--- config.mk ---
export PLATFORM = sky130hd
export DESIGN_NAME = rob_alloc_ctrl
export DESIGN_NICKNAME = d
export VERILOG_FILES = /design/src/rtl/rob_alloc_ctrl.sv
export SDC_FILE = /design/constraint.sdc
export NUM_CORES = 1
export LEC_CHECK = 0
export CELL_PAD_IN_SITES_DETAIL_PLACEMENT = 1
export CELL_PAD_IN_SITES_GLOBAL_PLACEMENT = 2
export CORE_UTILIZATION = 35
export DETAILED_ROUTE_END_ITERATION = 8
export HOLD_SLACK_MARGIN = 0.05
export PLACE_DENSITY = 0.78
export SYNTH_ARGS = -nofsm -noshare
export SYNTH_HDL_FRONTEND = slang
export SYNTH_SLANG_ARGS = --single-unit
--- constraint.sdc ---
create_clock -name clk -period 3.15 [get_ports clk]
set_clock_uncertainty 0.05 [all_clocks]
set_input_delay 0.4725 -clock clk [delete_from_list [all_inputs] [get_ports clk]]
set_output_delay 0.4725 -clock clk [all_outputs]
set_load 0.02 [all_outputs]
--- src/rtl/rob_alloc_ctrl.sv ---
// Reorder-buffer allocation/commit sequencer driving the alias table ports.
// In-order retirement, one per cycle; taken branch or exception flushes all.
module rob_alloc_ctrl #(
    parameter int ROB_DEPTH      = 8,
    parameter int GPR_ADDR_WIDTH = 5,
    localparam int TW            = $clog2(ROB_DEPTH)
) (
    input  logic                      clk,
    input  logic                      rst_n,
    input  logic                      dec_valid,
    output logic                      dec_ready,
    input  logic [GPR_ADDR_WIDTH-1:0] dec_dst_addr,
    input  logic                      dec_dst_wen,
    output logic                      alloc_en,
    output logic [TW-1:0]             alloc_tag,
    output logic [GPR_ADDR_WIDTH-1:0] alloc_dst_addr,
    output logic                      alloc_dst_wen,
    input  logic                      wb_en,
    input  logic [TW-1:0]             wb_tag,
    input  logic                      wb_br_taken,
    input  logic                      wb_exp,
    output logic                      commit_en,
    output logic                      commit_dst_en,
    output logic [GPR_ADDR_WIDTH-1:0] commit_dst_addr,
    output logic [TW-1:0]             commit_Paddr,
    output logic                      commit_br_taken,
    output logic                      commit_exp_en,
    output logic [TW:0]               rob_count,
    output logic                      rob_full,
    output logic                      rob_empty
);

    typedef enum logic {RUN, FLUSH} state_e;

    localparam logic [TW:0] ONE      = (TW+1)'(1);
    localparam logic [TW:0] FULL_CNT = (TW+1)'(ROB_DEPTH);

    state_e                    state_q, state_d;
    logic [TW:0]               head_q, head_d;
    logic [TW:0]               tail_q, tail_d;
    logic [TW:0]               count_q, count_d;
    logic [ROB_DEPTH-1:0]      valid_q, done_q, wen_q, br_q, exp_q;
    logic [GPR_ADDR_WIDTH-1:0] dst_q [ROB_DEPTH];
    logic [TW-1:0]             hidx, tidx;
    logic                      run, flush_c;

    assign hidx = head_q[TW-1:0];
    assign tidx = tail_q[TW-1:0];
    assign run  = (state_q == RUN);

    assign rob_count = count_q;
    assign rob_full  = (count_q == FULL_CNT);
    assign rob_empty = (count_q == '0);

    // Commit outputs come purely from registered entry state.
    assign commit_en       = run & valid_q[hidx] & done_q[hidx];
    assign commit_dst_en   = commit_en & wen_q[hidx] & (dst_q[hidx] != '0);
    assign commit_dst_addr = dst_q[hidx];
    assign commit_Paddr    = hidx;
    assign commit_br_taken = commit_en & br_q[hidx];
    assign commit_exp_en   = commit_en & exp_q[hidx];
    assign flush_c         = commit_br_taken | commit_exp_en;

    assign dec_ready      = run & ~rob_full & ~flush_c;
    assign alloc_en       = dec_valid & dec_ready;
    assign alloc_tag      = tidx;
    assign alloc_dst_addr = dec_dst_addr;
    assign alloc_dst_wen  = dec_dst_wen;

    always_comb begin
        state_d = state_q;
        head_d  = head_q;
        tail_d  = tail_q;
        count_d = count_q;
        if (flush_c) begin
            state_d = FLUSH;
            head_d  = '0;
            tail_d  = '0;
            count_d = '0;
        end else begin
            if (state_q == FLUSH) state_d = RUN;
            if (alloc_en) tail_d = tail_q + ONE;
            if (commit_en) head_d = head_q + ONE;
            unique case ({alloc_en, commit_en})
                2'b10:   count_d = count_q + ONE;
                2'b01:   count_d = count_q - ONE;
                default: count_d = count_q;
            endcase
        end
    end

    always_ff @(posedge clk or negedge rst_n) begin
        if (!rst_n) begin
            state_q <= RUN;
            head_q  <= '0;
            tail_q  <= '0;
            count_q <= '0;
        end else begin
            state_q <= state_d;
            head_q  <= head_d;
            tail_q  <= tail_d;
            count_q <= count_d;
        end
    end

    // Alloc is applied last so it always wins over a stray writeback.
    always_ff @(posedge clk or negedge rst_n) begin
        if (!rst_n) begin
            valid_q <= '0;
            done_q  <= '0;
            wen_q   <= '0;
            br_q    <= '0;
            exp_q   <= '0;
            for (int i = 0; i < ROB_DEPTH; i++) dst_q[i] <= '0;
        end else if (flush_c) begin
            valid_q <= '0;
            done_q  <= '0;
        end else begin
            if (wb_en && valid_q[wb_tag]) begin
                done_q[wb_tag] <= 1'b1;
                br_q[wb_tag]   <= wb_br_taken;
                exp_q[wb_tag]  <= wb_exp;
            end
            if (commit_en) valid_q[hidx] <= 1'b0;
            if (alloc_en) begin
                valid_q[tidx] <= 1'b1;
                done_q[tidx]  <= 1'b0;
                br_q[tidx]    <= 1'b0;
                exp_q[tidx]   <= 1'b0;
                wen_q[tidx]   <= dec_dst_wen;
                dst_q[tidx]   <= dec_dst_addr;
            end
        end
    end

endmodule

# After elaboration in Yosys (flattened, before gate mapping)
# Cells that the tools add are included.
classes:
  n_addsub: 4
  n_lt_le_gt_ge: 9
  n_eq_ne: 3
  n_mux: 48
  bitwise_logic: 23
  reduce_logical: 11
op_table:
  columns: ["cell", "n"]
  rows:
  - ["two-way mux 8 bit", 14]
  - ["bitwise mux 40 bit", 1]
  - ["bitwise AND 8 bit", 4]
  - ["bitwise mux 8 bit", 3]
  - ["two-way mux 4 bit", 5]
  - ["binary-select mux 1 bit (select 3 bit)", 6]
  - ["NOT 8 bit", 2]
  - ["OR 8 bit", 2]
  - ["binary-select mux 5 bit (select 3 bit)", 1]
  - ["demux 5 bit (select 3 bit)", 1]
  - ["two-way mux 5 bit", 3]
  - ["adder 4 x 1 -> 4 bit (second input constant)", 3]
  - ["less-than comparator 3 x 4 -> 1 bit (second input constant)", 3]
  - ["two-way mux 1 bit", 10]
  - ["bitwise AND 1 bit", 9]
  - ["demux 1 bit (select 3 bit)", 3]
  - [">= comparator 3 x 1 -> 1 bit (second input constant)", 3]
  - [">= comparator 4 bit (second input constant)", 2]
  - ["NOT 3 -> 4 bit", 2]
  - ["one-hot mux 4 bit (2 select lines)", 1]
  - ["logical AND 1 bit", 5]
  - ["nonzero test 5 bit", 1]
  - ["equality test 4 bit (second input constant)", 1]
  - ["zero test 4 bit", 1]
  - ["other kinds (9)", 12]
totals:
  reg_bits: 93
  inputBits: 15
  output_inout_bits: 29
  elab_cells: 115

# Depth between registers and ports, before layout
logic_depth:
  depth_word: 12
  ltp_mapped: 15
  depth_no_buf: 12

# Least setup slack after synthesis
# Ideal clock, no wire load.
synth_timing:
  path_kind: "register -> output"
  start: "reg head_q[1]"
  end: "out commit_dst_en"
  t_arrival_ns: 3.039
  required_time_ns: 2.627
  path_slack_ns: -0.411
  stages_incl_launch_ff: 7
  n_path_buf: 2
  path_cell_list: "dfrtp_1 clkbuf_1 buf_1 mux4_2 mux2_2 or4_1 o211a_1"
synth_between:
  elab_chain_len: 6
  word_cells_on_any_way: 15
  classes_between: "mux (9); bitwise (5); reduce/logical (1)"
synth_lines:
  columns: ["element", "line", "rtl"]
  rows:
  - ["from (decl)", "39", "logic [TW:0] head_q, head_d;"]
  - ["from (signal assigned)", "95", "head_q <= '0;"]
  - ["from (signal assigned)", "100", "head_q <= head_d;"]
  - ["NOT 3 -> 4 bit", null, null]
  - ["binary-select mux 5 bit (select 3 bit)", null, null]
  - ["two-way mux 5 bit (2 in a row)", null, null]
  - ["named net commit_dst_addr[2]", "24", "output logic [GPR_ADDR_WIDTH-1:0] commit_dst_addr,"]
  - ["nonzero test 5 bit", "57", "assign commit_dst_en = commit_en & wen_q[hidx] & (dst_q[hidx] != '0);"]
  - ["bitwise AND 1 bit", "57", null]
  - ["to (decl)", "23", "output logic commit_dst_en,"]
# The timed path passes the listed nets, and every way through them passes these cells. The select of a mux whose other input is x is not followed.

# Worst setup path in the final report
layout_timing:
  start: "reg head_q[1]"
  end: "out commit_dst_en"
layout_between:
  elab_chain_len: 6
  word_cells_on_any_way: 15
  classes_between: "mux (9); bitwise (5); reduce/logical (1)"
layout_lines:
  columns: ["element", "line"]
  rows:
  - ["binary-select mux 1 bit (select 3 bit) / NOT 3 -> 4 bit (equally long branches)", "56, 57"]
  - ["two-way mux 1 bit (implied by the code) / binary-select mux 5 bit (select 3 bit) (equally long branches)", "56, 57"]
  - ["bitwise AND 1 bit / two-way mux 5 bit (equally long branches) (2 in a row)", "56, 57"]
  - ["bitwise AND 1 bit / nonzero test 5 bit (equally long branches)", "57"]
  - ["bitwise AND 1 bit (*)", "57"]
# Mark *: on every way between the ends. The rest lies on a longest branch, timed or not. The select of a mux whose other input is x is not followed.

==> flow_metrics.py <==
metrics = {
    "status": {
        "outcome": "finished, violations left",
        "violations": "negative setup slack",
    },
    "power_and_ir_drop": {
        "power_density_nw_per_um2": 1080,
        "ir_drop_mv": 0.629,
        "p_leak_nw": 2.55,
    },
    "routing": {
        "vias": 3504,
        "met3_length_um": 509,
        "vias_per_cell": 5.35,
        "m1WireLength_mm": 5.90,
        "drtPass1Iterations": 4,
        "ant_nets": 0,
        "wl_met2_mm": 6.62,
        "routedWlPerCell_um": 20.1,
        "wl_mm": 13.1,
        "drc": 0,
        "drt-initial-drc-count": 134,
        "highest_layer": "met4",
    },
    "clock_network": {
        "cts_sinks": 91,
        "numCtsBuffers": 9,
        "clk_path_buf_depth": 2,
        "clockRootBuffer": "clkbuf_16",
        "cts_max_level": 3,
        "clock_latency_ns": 0.35,
        "clk_pin_slew_ns": 0.07,
        "tritoncts": "yes",
    },
    "sta": {
        "max_slew_margin": 0.419,
        "setup_ws_ns": -0.0122,
        "finalCritPeriodShare": 1.00,
        "slew_violations": 0,
        "setup_violations": 1,
        "tightest_slew_ns": 0.871,
        "hold_viol_final": 0,
        "fin_crit_ns": 3.16,
        "rsz0062_at_grt": "true",
        "fmaxAchievable_mhz": 316,
    },
    "setup_path": {
        "critPathKind": "reg2out",
        "cp_num_buf_inv": 3,
        "cp_top_family": "multiplexers",
        "worstPathArrival_ns": 2.64,
        "endpoint_kind": "primary output",
        "cpMaxStageDelayCell": "or4_4",
        "required_ns": 2.63,
        "path_max_fanout": 5,
        "cpPeakStageDelay_ns": 0.53,
        "path_cells": "buf_12 -> buf_12 -> mux4_2 -> mux2_4 -> or4_4 -> o211a_1 -> buf_6",
        "crit_top_cell": "buf_12",
        "start_kind": "flip-flop",
    },
    "place": {
        "place_ws_ns": -0.125,
        "hpwl_mm": 9.10,
        "io_buffer_count": 43,
        "gp_congestion": 0.820,
    },
    "synth": {
        "synth_top_area_frac": 0.482,
        "yosys.area.top_type": "dfrtp_1",
        "synth_cell_types": 51,
        "synth_fp_nets": 431,
        "yosys_register_bits": 91,
        "synth_flop_cell": "dfrtp_1",
        "synth_seq_area_share": 0.482,
        "async_reset_ff_frac": 1.00,
        "syn_inst": 411,
        "synth_edf_count": 0,
        "postSynthAreaPerCell_um2": 11.5,
        "synth_area_um2": 4720,
        "synth_area_leaders": "dfrtp_1, mux2_2, mux4_2, o21ai_0, mux2i_1",
        "ys_warn_count": 0,
    },
    "global_routing": {
        "grt.total_usage": 0.203,
        "grt.overflow.total": 0,
        "grt_pass1_vias": 3858,
        "antenna_found_initial": 0,
        "grt_pass1_wl_mm": 21.7,
        "grt_max_degree": 66,
    },
    "final_layout": {
        "nets": 494,
        "mostFrequentLayoutCells": "dfrtp_1, mux2_2, buf_4, clkdlybuf4s50_1, nand2_1",
        "antenna_cells": 0,
        "n_fill_cell": 1399,
        "drive_above_1_share": 0.317,
        "fin_util": 0.457,
        "area_growth_pct": 27.6,
        "final_common_cell": "dfrtp_1",
    },
    "run": {
        "cap_viol_max_count": 0,
    },
    "floorplanning": {
        "die_x_um": 118,
        "rows": 42,
        "start_util": 0.358,
        "core_um2": 13200,
        "die_y_um": 118,
        "die_area_um2": 14000,
        "num_io_pins": 44,
    },
    "min_path": {
        "hp-class": "in2async",
    },
}
[worst paths after layout]
| path | slack, ns | cells past startpoint | to | from |
|---|---|---|---|---|
| setup / recovery | -0.01 | 7 | commit_dst_en | head_q[1] |
| hold / removal | 0.17 | 1 | rob_count[0] | rst_n |
| setup reg to reg | 0.08 | 16 | rob_count[3] | head_q[1] |
| hold reg to reg | 0.46 | 1 | dst_q[9] | dst_q[9] |
| max in group asynchronous | 2.11 | 2 | dst_q[26] | rst_n |
| min in group clk | 0.46 | 1 | dst_q[9] | dst_q[9] |
[synthesized netlist by cell type (4+ instances only)]
cell type  number
dfrtp_1        91
mux2_2         56
nand2_1        32
o21ai_0        27
a21oi_1        23
clkbuf_1       17
nor2_1         16
nor3_1         15
mux2i_1        12
mux4_2         12
a21o_1         10
nand3_1         9
buf_1           7
a31oi_1         6
and3_1          6
buf_4           6
nand2b_1        5
a21boi_0        4
buf_2           4
ha_1            4
inv_1           4
nor2b_1         4
[per-layer routing]
layer,track usage,up-vias
met1,0.262,1820
met2,0.347,63
li1,-,1611
met5,0,-
met3,0.0468,10
met4,0.0457,0
[what timing repair did]
item,CTS,global route
hold buffers,0,0
buffers inserted,4,4
gates resized for setup,25,14
pin swaps,3,2
setup endpoints to repair,8,7
[worst register-to-register path, stage by stage, from the launching register on]
cell and delay (ns):
dfrtp_2 0.41, buf_12 0.14, buf_6 0.16, buf_6 0.17, inv_2 0.11, a31oi_4 0.12
a211oi_4 0.34, buf_4 0.17, buf_4 0.14, o21a_1 0.15, ha_1 0.22, a21o_1 0.19
a21oi_2 0.19, nand2_1 0.10, nand2_1 0.08, o221ai_1 0.11, o31a_1 0.12
[final cells by class]
type / instances / area, um2 / share of cell area
clock inverters: 4 / 33.8 / 0.00561
well taps: 176 / 220 / 0.0365
inverters: 4 / 15.0 / 0.00249
multi-input cells: 281 / 2350 / 0.390
flip-flops and latches: 91 / 2280 / 0.379
clock buffers: 12 / 256 / 0.0426
repair buffers: 87 / 867 / 0.144
[flip-flops by register name (all words and copies together), names as in the netlist]
| signal | cells |
|---|---|
| dst_q | 40 |
| br_q | 8 |
| done_q | 8 |
| exp_q | 8 |
| valid_q | 8 |
| wen_q | 8 |
| rob_count | 4 |
| head_q | 3 |
| tail_q | 3 |
| state_q | 1 |
[through the flow]
stage / instance area [um2] / TNS [ns] / hold slack [ns] / total power (W) / cells
after global routing: 6030 / -0.165 / 0.239 / 0.00697 / 655
after global placement: 5570 / -0.135 / 0.433 / 0.00525 / 632
after floorplan: 4750 / 0 / 0.127 / 0.00409 / 411
after detailed placement: 5570 / -0.374 / 0.445 / 0.00537 / 632
final: 6030 / -0.0122 / 0.171 / 0.00653 / 655
after CTS: 5920 / 0 / 0.220 / 0.00650 / 651
[cells by family after synthesis]
group           Yosys count  synth area share
flops                    91             0.482
xor+xnor                  4           0.00742
fa+ha+maj                 5            0.0148
compound gates           87             0.115
buf+inv                  39            0.0384
simple gates            104             0.123
mux                      81             0.219
[report_power, final]
part / internal [W] / total [W] / switching, W / leakage [nW]
combinational: 0.00172 / 0.00332 / 0.00161 / 1.27
sequential: 0.00172 / 0.00215 / 0.000436 / 1.13
clock: 0.000584 / 0.00105 / 0.000468 / 0.139
Power figures use the tool's default switching activity.
